**src/rtl/joy_poll_sched.sv**
```systemverilog
// Round-robin poll scheduler sharing one SPI master between two joysticks; decodes frames, emits cursor ticks.
// Optional WAIT watchdog with sticky per-player error flags is enabled by defining JOY_TIMEOUT_EN.
module joy_poll_sched #(
    parameter int unsigned POLL_DIV    = 250000,
    parameter int unsigned UPD_ROUNDS  = 4
`ifdef JOY_TIMEOUT_EN
    ,
    parameter int unsigned TIMEOUT_CYC = 50000
`endif
) (
    input  logic        clk_i,
    input  logic        clr_i,
    output logic        spi_start_o,
    output logic        spi_sel_o,
    input  logic        spi_busy_i,
    input  logic        spi_done_i,
    input  logic [39:0] spi_rx_i,
    output logic [9:0]  joy1_x_o,
    output logic [9:0]  joy1_y_o,
    output logic [9:0]  joy2_x_o,
    output logic [9:0]  joy2_y_o,
    output logic [2:0]  joy1_btn_o,
    output logic [2:0]  joy2_btn_o,
    output logic        cursor_tick_o,
    output logic [1:0]  err_o
);

    localparam int unsigned SLOT_W = (POLL_DIV > 1) ? $clog2(POLL_DIV) : 1;
    localparam int unsigned RND_W  = (UPD_ROUNDS > 1) ? $clog2(UPD_ROUNDS) : 1;
    localparam int unsigned AX_W   = 10;
    localparam int unsigned BTN_W  = 3;
    localparam logic [AX_W-1:0] AX_CENTRE = AX_W'(512);

    typedef enum logic [1:0] {IDLE, START, WAIT, LATCH} state_e;

    state_e            state_q, state_d;
    logic [SLOT_W-1:0] slot_q, slot_d;
    logic [RND_W-1:0]  round_q, round_d;
    logic              pending_q, pending_d;
    logic              sel_q, sel_d;
    logic              start_q, start_d;
    logic              tick_q, tick_d;
    logic [AX_W-1:0]   fx_q, fx_d, fy_q, fy_d;
    logic [BTN_W-1:0]  fb_q, fb_d;
    logic [AX_W-1:0]   j1x_q, j1x_d, j1y_q, j1y_d, j2x_q, j2x_d, j2y_q, j2y_d;
    logic [BTN_W-1:0]  j1b_q, j1b_d, j2b_q, j2b_d;
    logic              slot_wrap;
    logic              round_evt;
    logic              rx_unused;

`ifdef JOY_TIMEOUT_EN
    localparam int unsigned WT_W = (TIMEOUT_CYC > 1) ? $clog2(TIMEOUT_CYC) : 1;
    logic [WT_W-1:0]   wt_q, wt_d;
    logic [1:0]        err_q, err_d;
`endif

    // Frame bits that carry no joystick data.
    assign rx_unused = ^{spi_rx_i[31:26], spi_rx_i[15:10], spi_rx_i[7:3]};

    // Next-state: slot pacing, poll FSM, frame capture/latch and round counting.
    always_comb begin
        state_d   = state_q;
        slot_wrap = (slot_q == SLOT_W'(POLL_DIV - 1));
        slot_d    = slot_wrap ? '0 : slot_q + 1'b1;
        pending_d = pending_q;
        sel_d     = sel_q;
        tick_d    = 1'b0;
        round_d   = round_q;
        round_evt = 1'b0;
        fx_d      = fx_q;
        fy_d      = fy_q;
        fb_d      = fb_q;
        j1x_d     = j1x_q;
        j1y_d     = j1y_q;
        j1b_d     = j1b_q;
        j2x_d     = j2x_q;
        j2y_d     = j2y_q;
        j2b_d     = j2b_q;
`ifdef JOY_TIMEOUT_EN
        wt_d      = wt_q;
        err_d     = err_q;
`endif
        case (state_q)
            IDLE: begin
                if ((pending_q || slot_wrap) && !spi_busy_i) begin
                    state_d = START;
                end
            end
            START: begin
                pending_d = 1'b0;
                state_d   = WAIT;
`ifdef JOY_TIMEOUT_EN
                wt_d      = '0;
`endif
            end
            WAIT: begin
                if (spi_done_i) begin
                    fx_d    = {spi_rx_i[25:24], spi_rx_i[39:32]};
                    fy_d    = {spi_rx_i[9:8], spi_rx_i[23:16]};
                    fb_d    = spi_rx_i[2:0];
                    state_d = LATCH;
                end
`ifdef JOY_TIMEOUT_EN
                else if (wt_q == WT_W'(TIMEOUT_CYC - 1)) begin
                    // Silent player: keep its old values, flag it and move on as if latched.
                    err_d[sel_q] = 1'b1;
                    sel_d        = ~sel_q;
                    round_evt    = 1'b1;
                    state_d      = IDLE;
                end else begin
                    wt_d = wt_q + 1'b1;
                end
`endif
            end
            LATCH: begin
                if (sel_q) begin
                    j2x_d = fx_q;
                    j2y_d = fy_q;
                    j2b_d = fb_q;
                end else begin
                    j1x_d = fx_q;
                    j1y_d = fy_q;
                    j1b_d = fb_q;
                end
                sel_d     = ~sel_q;
                round_evt = 1'b1;
                state_d   = IDLE;
            end
            default: state_d = IDLE;
        endcase
        // A wrap while a poll is still owed is absorbed by the single flag.
        if (slot_wrap) begin
            pending_d = 1'b1;
        end
        if (round_evt && sel_q) begin
            if (round_q == RND_W'(UPD_ROUNDS - 1)) begin
                round_d = '0;
                tick_d  = 1'b1;
            end else begin
                round_d = round_q + 1'b1;
            end
        end
        start_d = (state_d == START);
    end

    always_ff @(posedge clk_i) begin
        if (clr_i) begin
            state_q   <= IDLE;
            slot_q    <= '0;
            round_q   <= '0;
            pending_q <= 1'b0;
            sel_q     <= 1'b0;
            start_q   <= 1'b0;
            tick_q    <= 1'b0;
            fx_q      <= '0;
            fy_q      <= '0;
            fb_q      <= '0;
            j1x_q     <= AX_CENTRE;
            j1y_q     <= AX_CENTRE;
            j2x_q     <= AX_CENTRE;
            j2y_q     <= AX_CENTRE;
            j1b_q     <= '0;
            j2b_q     <= '0;
`ifdef JOY_TIMEOUT_EN
            wt_q      <= '0;
            err_q     <= '0;
`endif
        end else begin
            state_q   <= state_d;
            slot_q    <= slot_d;
            round_q   <= round_d;
            pending_q <= pending_d;
            sel_q     <= sel_d;
            start_q   <= start_d;
            tick_q    <= tick_d;
            fx_q      <= fx_d;
            fy_q      <= fy_d;
            fb_q      <= fb_d;
            j1x_q     <= j1x_d;
            j1y_q     <= j1y_d;
            j2x_q     <= j2x_d;
            j2y_q     <= j2y_d;
            j1b_q     <= j1b_d;
            j2b_q     <= j2b_d;
`ifdef JOY_TIMEOUT_EN
            wt_q      <= wt_d;
            err_q     <= err_d;
`endif
        end
    end

    assign spi_start_o   = start_q;
    assign spi_sel_o     = sel_q;
    assign cursor_tick_o = tick_q;
    assign joy1_x_o      = j1x_q;
    assign joy1_y_o      = j1y_q;
    assign joy2_x_o      = j2x_q;
    assign joy2_y_o      = j2y_q;
    assign joy1_btn_o    = j1b_q;
    assign joy2_btn_o    = j2b_q;
`ifdef JOY_TIMEOUT_EN
    assign err_o         = err_q;
`else
    assign err_o         = 2'b00;
`endif

endmodule

```
**config.mk**
```make
export PLATFORM = sky130hd
export DESIGN_NAME = joy_poll_sched
export DESIGN_NICKNAME = d
export VERILOG_FILES = /design/src/rtl/joy_poll_sched.sv
export SDC_FILE = /design/constraint.sdc
export NUM_CORES = 1
export LEC_CHECK = 0
export ABC_AREA = 0
export CAP_MARGIN = 20
export CORE_UTILIZATION = 45
export CTS_BUF_LIST = sky130_fd_sc_hd__clkbuf_8
export DETAILED_ROUTE_END_ITERATION = 6
export PLACE_DENSITY = 0.75
export SKIP_LAST_GASP = 1
export SYNTH_ARGS = -nofsm -noshare
export SYNTH_HDL_FRONTEND = slang
export SYNTH_SLANG_ARGS = --single-unit
```
**constraint.sdc**
```tcl
create_clock -name clk_i -period 4.3 [get_ports clk_i]
set_clock_uncertainty 0.1 [all_clocks]
set_input_delay 0.43 -clock clk_i [delete_from_list [all_inputs] [get_ports clk_i]]
set_output_delay 0.43 -clock clk_i [all_outputs]
set_load 0.05 [all_outputs]
```
# --- Yosys cells after proc, flatten, opt, wreduce, memory -nomap -nowiden ---
# Cells that the tools add are included.
word_totals:
  register_bits: 95
  elab_cells: 45
classes:
  n_addsub: 2
  n_eq_ne: 6
  n_mux: 8
  bitwise_logic: 2
  reduce_logical: 11
ops:
  columns: ["op", "n"]
  rows:
  - ["$add A18 B1 Y18 const B", 1]
  - ["$eq A18 B18 Y1 const B", 1]
  - ["$pmux W2 S4", 1]
  - ["$eq A2 B2 Y1 const B", 3]
  - ["$mux W2", 3]
  - ["$reduce_and A2 Y1", 3]
  - ["$eq A2 B1 Y1 const B", 2]
  - ["$mux W1", 4]
  - ["$reduce_or A2 Y1", 2]
  - ["$add A2 B1 Y2 const B", 1]
  - ["$logic_and A1 B1 Y1", 2]
  - ["$logic_not A2 Y1", 1]
  - ["$not A1 Y1", 2]
  - ["$reduce_bool A2 Y1", 1]
  - ["$logic_not A1 Y1", 1]
  - ["$logic_or A1 B1 Y1", 1]

# --- Depth between registers and ports, before layout ---
logic_depth:
  word_depth: 6
  mapped_depth: 7
  depth_no_buf: 6

# --- Worst setup path after synthesis ---
# No wires, ideal clock.
synth_timing:
  path_type: "reg-to-reg"
  startpoint: "register sel_q, in the netlist spi_sel_o"
  endpoint: "register j1x_q[3], in the netlist joy1_x_o[3]"
  setup_time_ns: 0.070
  arrival_time_ns: 1.499
  t_required_ns: 4.130
  slack_ns: 2.630
  path_stages_with_launch: 6
  synth_period_minus_slack_ns: 1.670
  cell_sequence: "dfxtp_1 -> nand2b_1 -> clkbuf_1 -> clkbuf_1 -> nand2_1 -> a21oi_1"
synth_via:
  elab_chain_cells: 2
synth_rtl:
  columns: ["element", "line_no", "rtl"]
  rows:
  - ["from (decl)", "40", "logic sel_q, sel_d;"]
  - ["from (signal assigned)", "173", "sel_q <= sel_d;"]
  - ["$not A1 Y1 (no line)", null, null]
  - ["$reduce_and A2 Y1 (no line)", null, null]
  - ["to (signal assigned)", "179", "j1x_q <= j1x_d;"]
  - ["to (decl)", "45", "logic [AX_W-1:0] j1x_q, j1x_d, j1y_q, j1y_d, j2x_q, j2x_d, j2y_q, j2y_d;"]
# Every way passes these cells.
# A chain may end at the register's enable or synchronous reset.

# --- Worst setup path after layout ---
layout_timing:
  startpoint: "register sel_q, in the netlist spi_sel_o"
  endpoint: "output spi_sel_o"
layout_lines:
  columns: ["element", "line_no", "rtl"]
  rows:
  - ["to (decl)", "14", "output logic spi_sel_o,"]
# No word-level cell between the ends.

==> summary by stage <==
Status
The run finished with clean final reports.

Global routing
Global routing used roughly a fifth of the available tracks. The pin count of the biggest net entering global routing is between 70 and 80. The via count of the first global-routing pass was ~2,900. The initial antenna violation count came to 0.

The overall overflow remaining after global route is 0. The first global-routing pass estimated around 13 mm of wire.

Setup path
At the worst endpoint, the required time is around 3.8 ns. The element type at the critical path end is an output pin. Together, buffers and inverters on the worst path number 1. The biggest fanout along the worst timing path is 6. Data arrives at the worst endpoint at ~1.6 ns. The standard cell with the maximum stage delay on the critical path is clkdlybuf4s50_1.

Broken down by cell family, the worst path's largest delay share belongs to buffers and inverters. The critical path starts at spi_sel_o. The critical path start-end classification is reg -> out. Traced cell by cell, the critical path runs through clkdlybuf4s50_1. The type of element launching the critical path is a flip-flop.

The beginning of the worst register-to-register path is state_q[0]. On the worst path, the slowest cell contributes a delay of 0.84 ns.

Timing
For the pin with the worst max-slew slack, the measured transition is between 1 and 1.5 ns. The aggregate negative setup slack is 0 ns. The post-route worst setup slack is 2.16 ns. Setup repair after global routing left no endpoint under its margin. The final critical-path required period is 2.14 ns.

The final count of hold timing violations was 0. The number of max-slew violations in the final report is 0. Static timing analysis puts the maximum clock frequency at about 0.47 GHz. The post-route fraction of the period consumed by the critical path is between 40% and 50%. Headroom to the max-slew limit came out at between 30 and 40%. The final count of negative-setup-slack endpoints is 0.

Yosys
By area the synthesized netlist is led by dfxtp_1 53%, nand2_1 15%, a21oi_1 9.8%, xnor2_1 3.2%, clkbuf_1 2.2%. For this run, asynchronously set or reset flops after synthesis account for 0%. Synthesis inferred between 90 and 100 register bits. The dominant register cell in the synthesized netlist is dfxtp_1. The netlist uses 33 different library cells. The warning count from the yosys run is 0.

The sequential cell area fraction in the yosys report is a little over half. The number of synthesized flops with an enable pin is 0. The average footprint of a synthesized cell is ~8.2 um2.

The largest total area in the synthesized netlist belongs to dfxtp_1. Synthesis handed over a netlist of about 440 instances. The top cell type's share of synthesized area is a little over half. The combined area of all synthesized cells is around 3600 um2.

Final layout
From synthesis to final layout, the design area changed by 26.8%. Summing all multi-input logic gate instances after layout gives approximately 1500 um2. Once layout is complete, the cells apart from fillers number between 600 and 700. Of the cells placed in the final design, the portion with a size suffix greater than 1 is 5.77%. Cells fill between 50% and 60% of the core in the end. The count of nets after finishing is 549. The number of fill cells in the layout is approximately 660.

The area taken by flip-flops and latches is ~1900 um2. The final instance area is approximately 4600 um2. The diode insertion count for antenna repair is 0.

CTS
The number of buffers added to fix hold violations after cts is 0. No sink is reached through more buffers than the 2 on the longest clock path. The CTS clock-pin slew for the worst setup and hold paths is 0.09 ns. The total setup buffers inserted after CTS is 0. The number of buffers created by CTS is 9. The cell sitting at the root of the clock tree is a clkbuf_8. TritonCTS built the clock tree. The clock drives 95 sinks. The H-tree was split into 3 levels. The insertion delay of the later-clocked pin in the worst-skew pair is around 0.35 ns.

In this run, post-CTS repair resized a total of 0 instances.

Power
Across the VDD grid, the largest voltage drop is 0.000237 V. Net switching is a little over a fifth of the power. Cell internal power was estimated by the tool at between 0.001 and 0.0015 W. For this design the ratio of total power to cell area is 332 nW/um2. The proportion of power drawn by flip-flops and latches is between 50 and 60%. In this run, the clock network consumes 38.3% of the power. The logic gate share of total power is under 10%. For this design the static power due to leakage is approximately 1.5 nW. The reported net switching power is roughly 0.00032 W.

Drt
The first TritonRoute pass finished after 4 iterations. In the routed layout, each cell is associated on average with a via count of slightly below 5. Once detail routing completed, the nets flagged for antenna violations numbered 0.

The final wirelength is 8.11 mm. The post-detailed-route DRC marker count is 0. The average wire per standard cell is ~13 um.

The detailed router placed roughly 3,000 vias in this run. The number of DRC violations after detailed-routing iteration 0 is 141.

Placed design
OpenSTA, run right after detailed placement, puts the worst setup slack at between 2 and 2.5 ns. Once detailed placement completed, the half-perimeter wirelength came to roughly 5.3 mm. The number of placed instances, taps included, is 590.

The port buffer count is 75. The placed cell area is 4350 um2. The final weighted congestion in routability-driven placement is about 0.81.

Die
For this configuration, the core starts out at a cell density of 46.4%. The die covers approximately 8300 um2. The core box area is between 7000 and 8000 um2. The vertical die dimension is between 90 and 100 um. The die width is between 90 and 100 um. 95 I/O pins were placed.

The cell row count is 32.

Min path
In this run the most critical hold path is launched from joy2_y_o[1]. The worst min-delay path class is reg -> reg.

Job
The total of max-cap violations is 0.
-- stage by stage --
stage / total power, W / hold WS [ns]
after floorplan: 0.000927 / 0.329
after global placement: 0.000953 / 0.342
after detailed placement: 0.000953 / 0.349
after CTS: 0.00153 / 0.361
after global routing: 0.00157 / 0.378
final: 0.00151 / 0.357
-- cell type report --
type	instances	share of cell area [%]
inverters	6	0.495
flip-flops and latches	95	41.8
multi-input cells	310	33.9
well taps	102	2.80
repair buffers	77	16.7
clock inverters	5	1.29
clock buffers	10	3.02
-- layout by cell type, fill, tap and decap left out, types with 2 or more instances in the layout --
master           count
nand2_1            148
dfxtp_1             95
clkdlybuf4s50_1     74
a21oi_1             70
nor2_1              19
xnor2_1             13
nand3_1             11
clkbuf_8            10
inv_1                7
nor3_1               7
ha_1                 6
nor4_2               5
nand2b_1             3
nor2_2               3
and2_1               2
nor2b_1              2
o21ai_0              2
nand4_2              2
nand4_1              2
xor2_1               2
and3_1               2
conb_1               2
buf_4                2
-- synth_stat cells, drive strengths merged, types with 3 or more instances --
library cell	count
nand2	148
dfxtp	95
a21oi	70
nor2	22
clkbuf	21
xnor2	13
nand3	11
nor3	7
buf	6
ha	6
inv	6
nor4	6
nand4	4
nand2b	3
-- flip-flops by register name (all words and copies together), names as in the netlist, 10 cells and up --
signal and cells:
slot_q 18, fx_q 10, fy_q 10, joy1_x_o 10, joy1_y_o 10, joy2_x_o 10, joy2_y_o 10
-- power by group through the flow --
stage / sequential, W / combinational [W] / clock [W]
floorplan: 0.000904 / 0.0000225 / 0
global placement: 0.000904 / 0.0000484 / 0
detailed placement: 0.000904 / 0.0000483 / 0
CTS: 0.000884 / 0.0000485 / 0.000593
global route: 0.000885 / 0.0000528 / 0.000632
finish: 0.000884 / 0.0000481 / 0.000578
-- worst paths after layout --
path            endpoint  slack [ns]  cells after the start
min          joy2_y_o[1]        0.36                      2
min reg2reg  joy2_y_o[1]        0.36                      2
max            spi_sel_o        2.16                      1
max reg2reg  joy2_y_o[4]        2.26                      4
-- tightest hold or removal path: stages (launching register included) --
cell	delay [ns]
dfxtp_1	0.31
nand2_1	0.05
a21oi_1	0.05
-- logic make-up after synthesis --
kind of cell,share of synthesized area [%]
AO/OA/AOI/OAI,10.9
XOR/XNOR,3.66
adder cells (fa/ha/maj),2.09
buffers and inverters,4.15
flip-flops,53.0
multiplexers,0.279
other,0.105
AND/OR/NAND/NOR,25.8
-- per-layer routing --
layer | routed length [um] | vias up | track usage [%]
met5 | 0 | - | 0
met1 | 3480 | 1373 | 25.0
met4 | 108 | 0 | 6.08
met2 | 3980 | 83 | 33.5
li1 | - | 1539 | -
met3 | 542 | 9 | 7.12
Power figures use the tool's default switching activity.
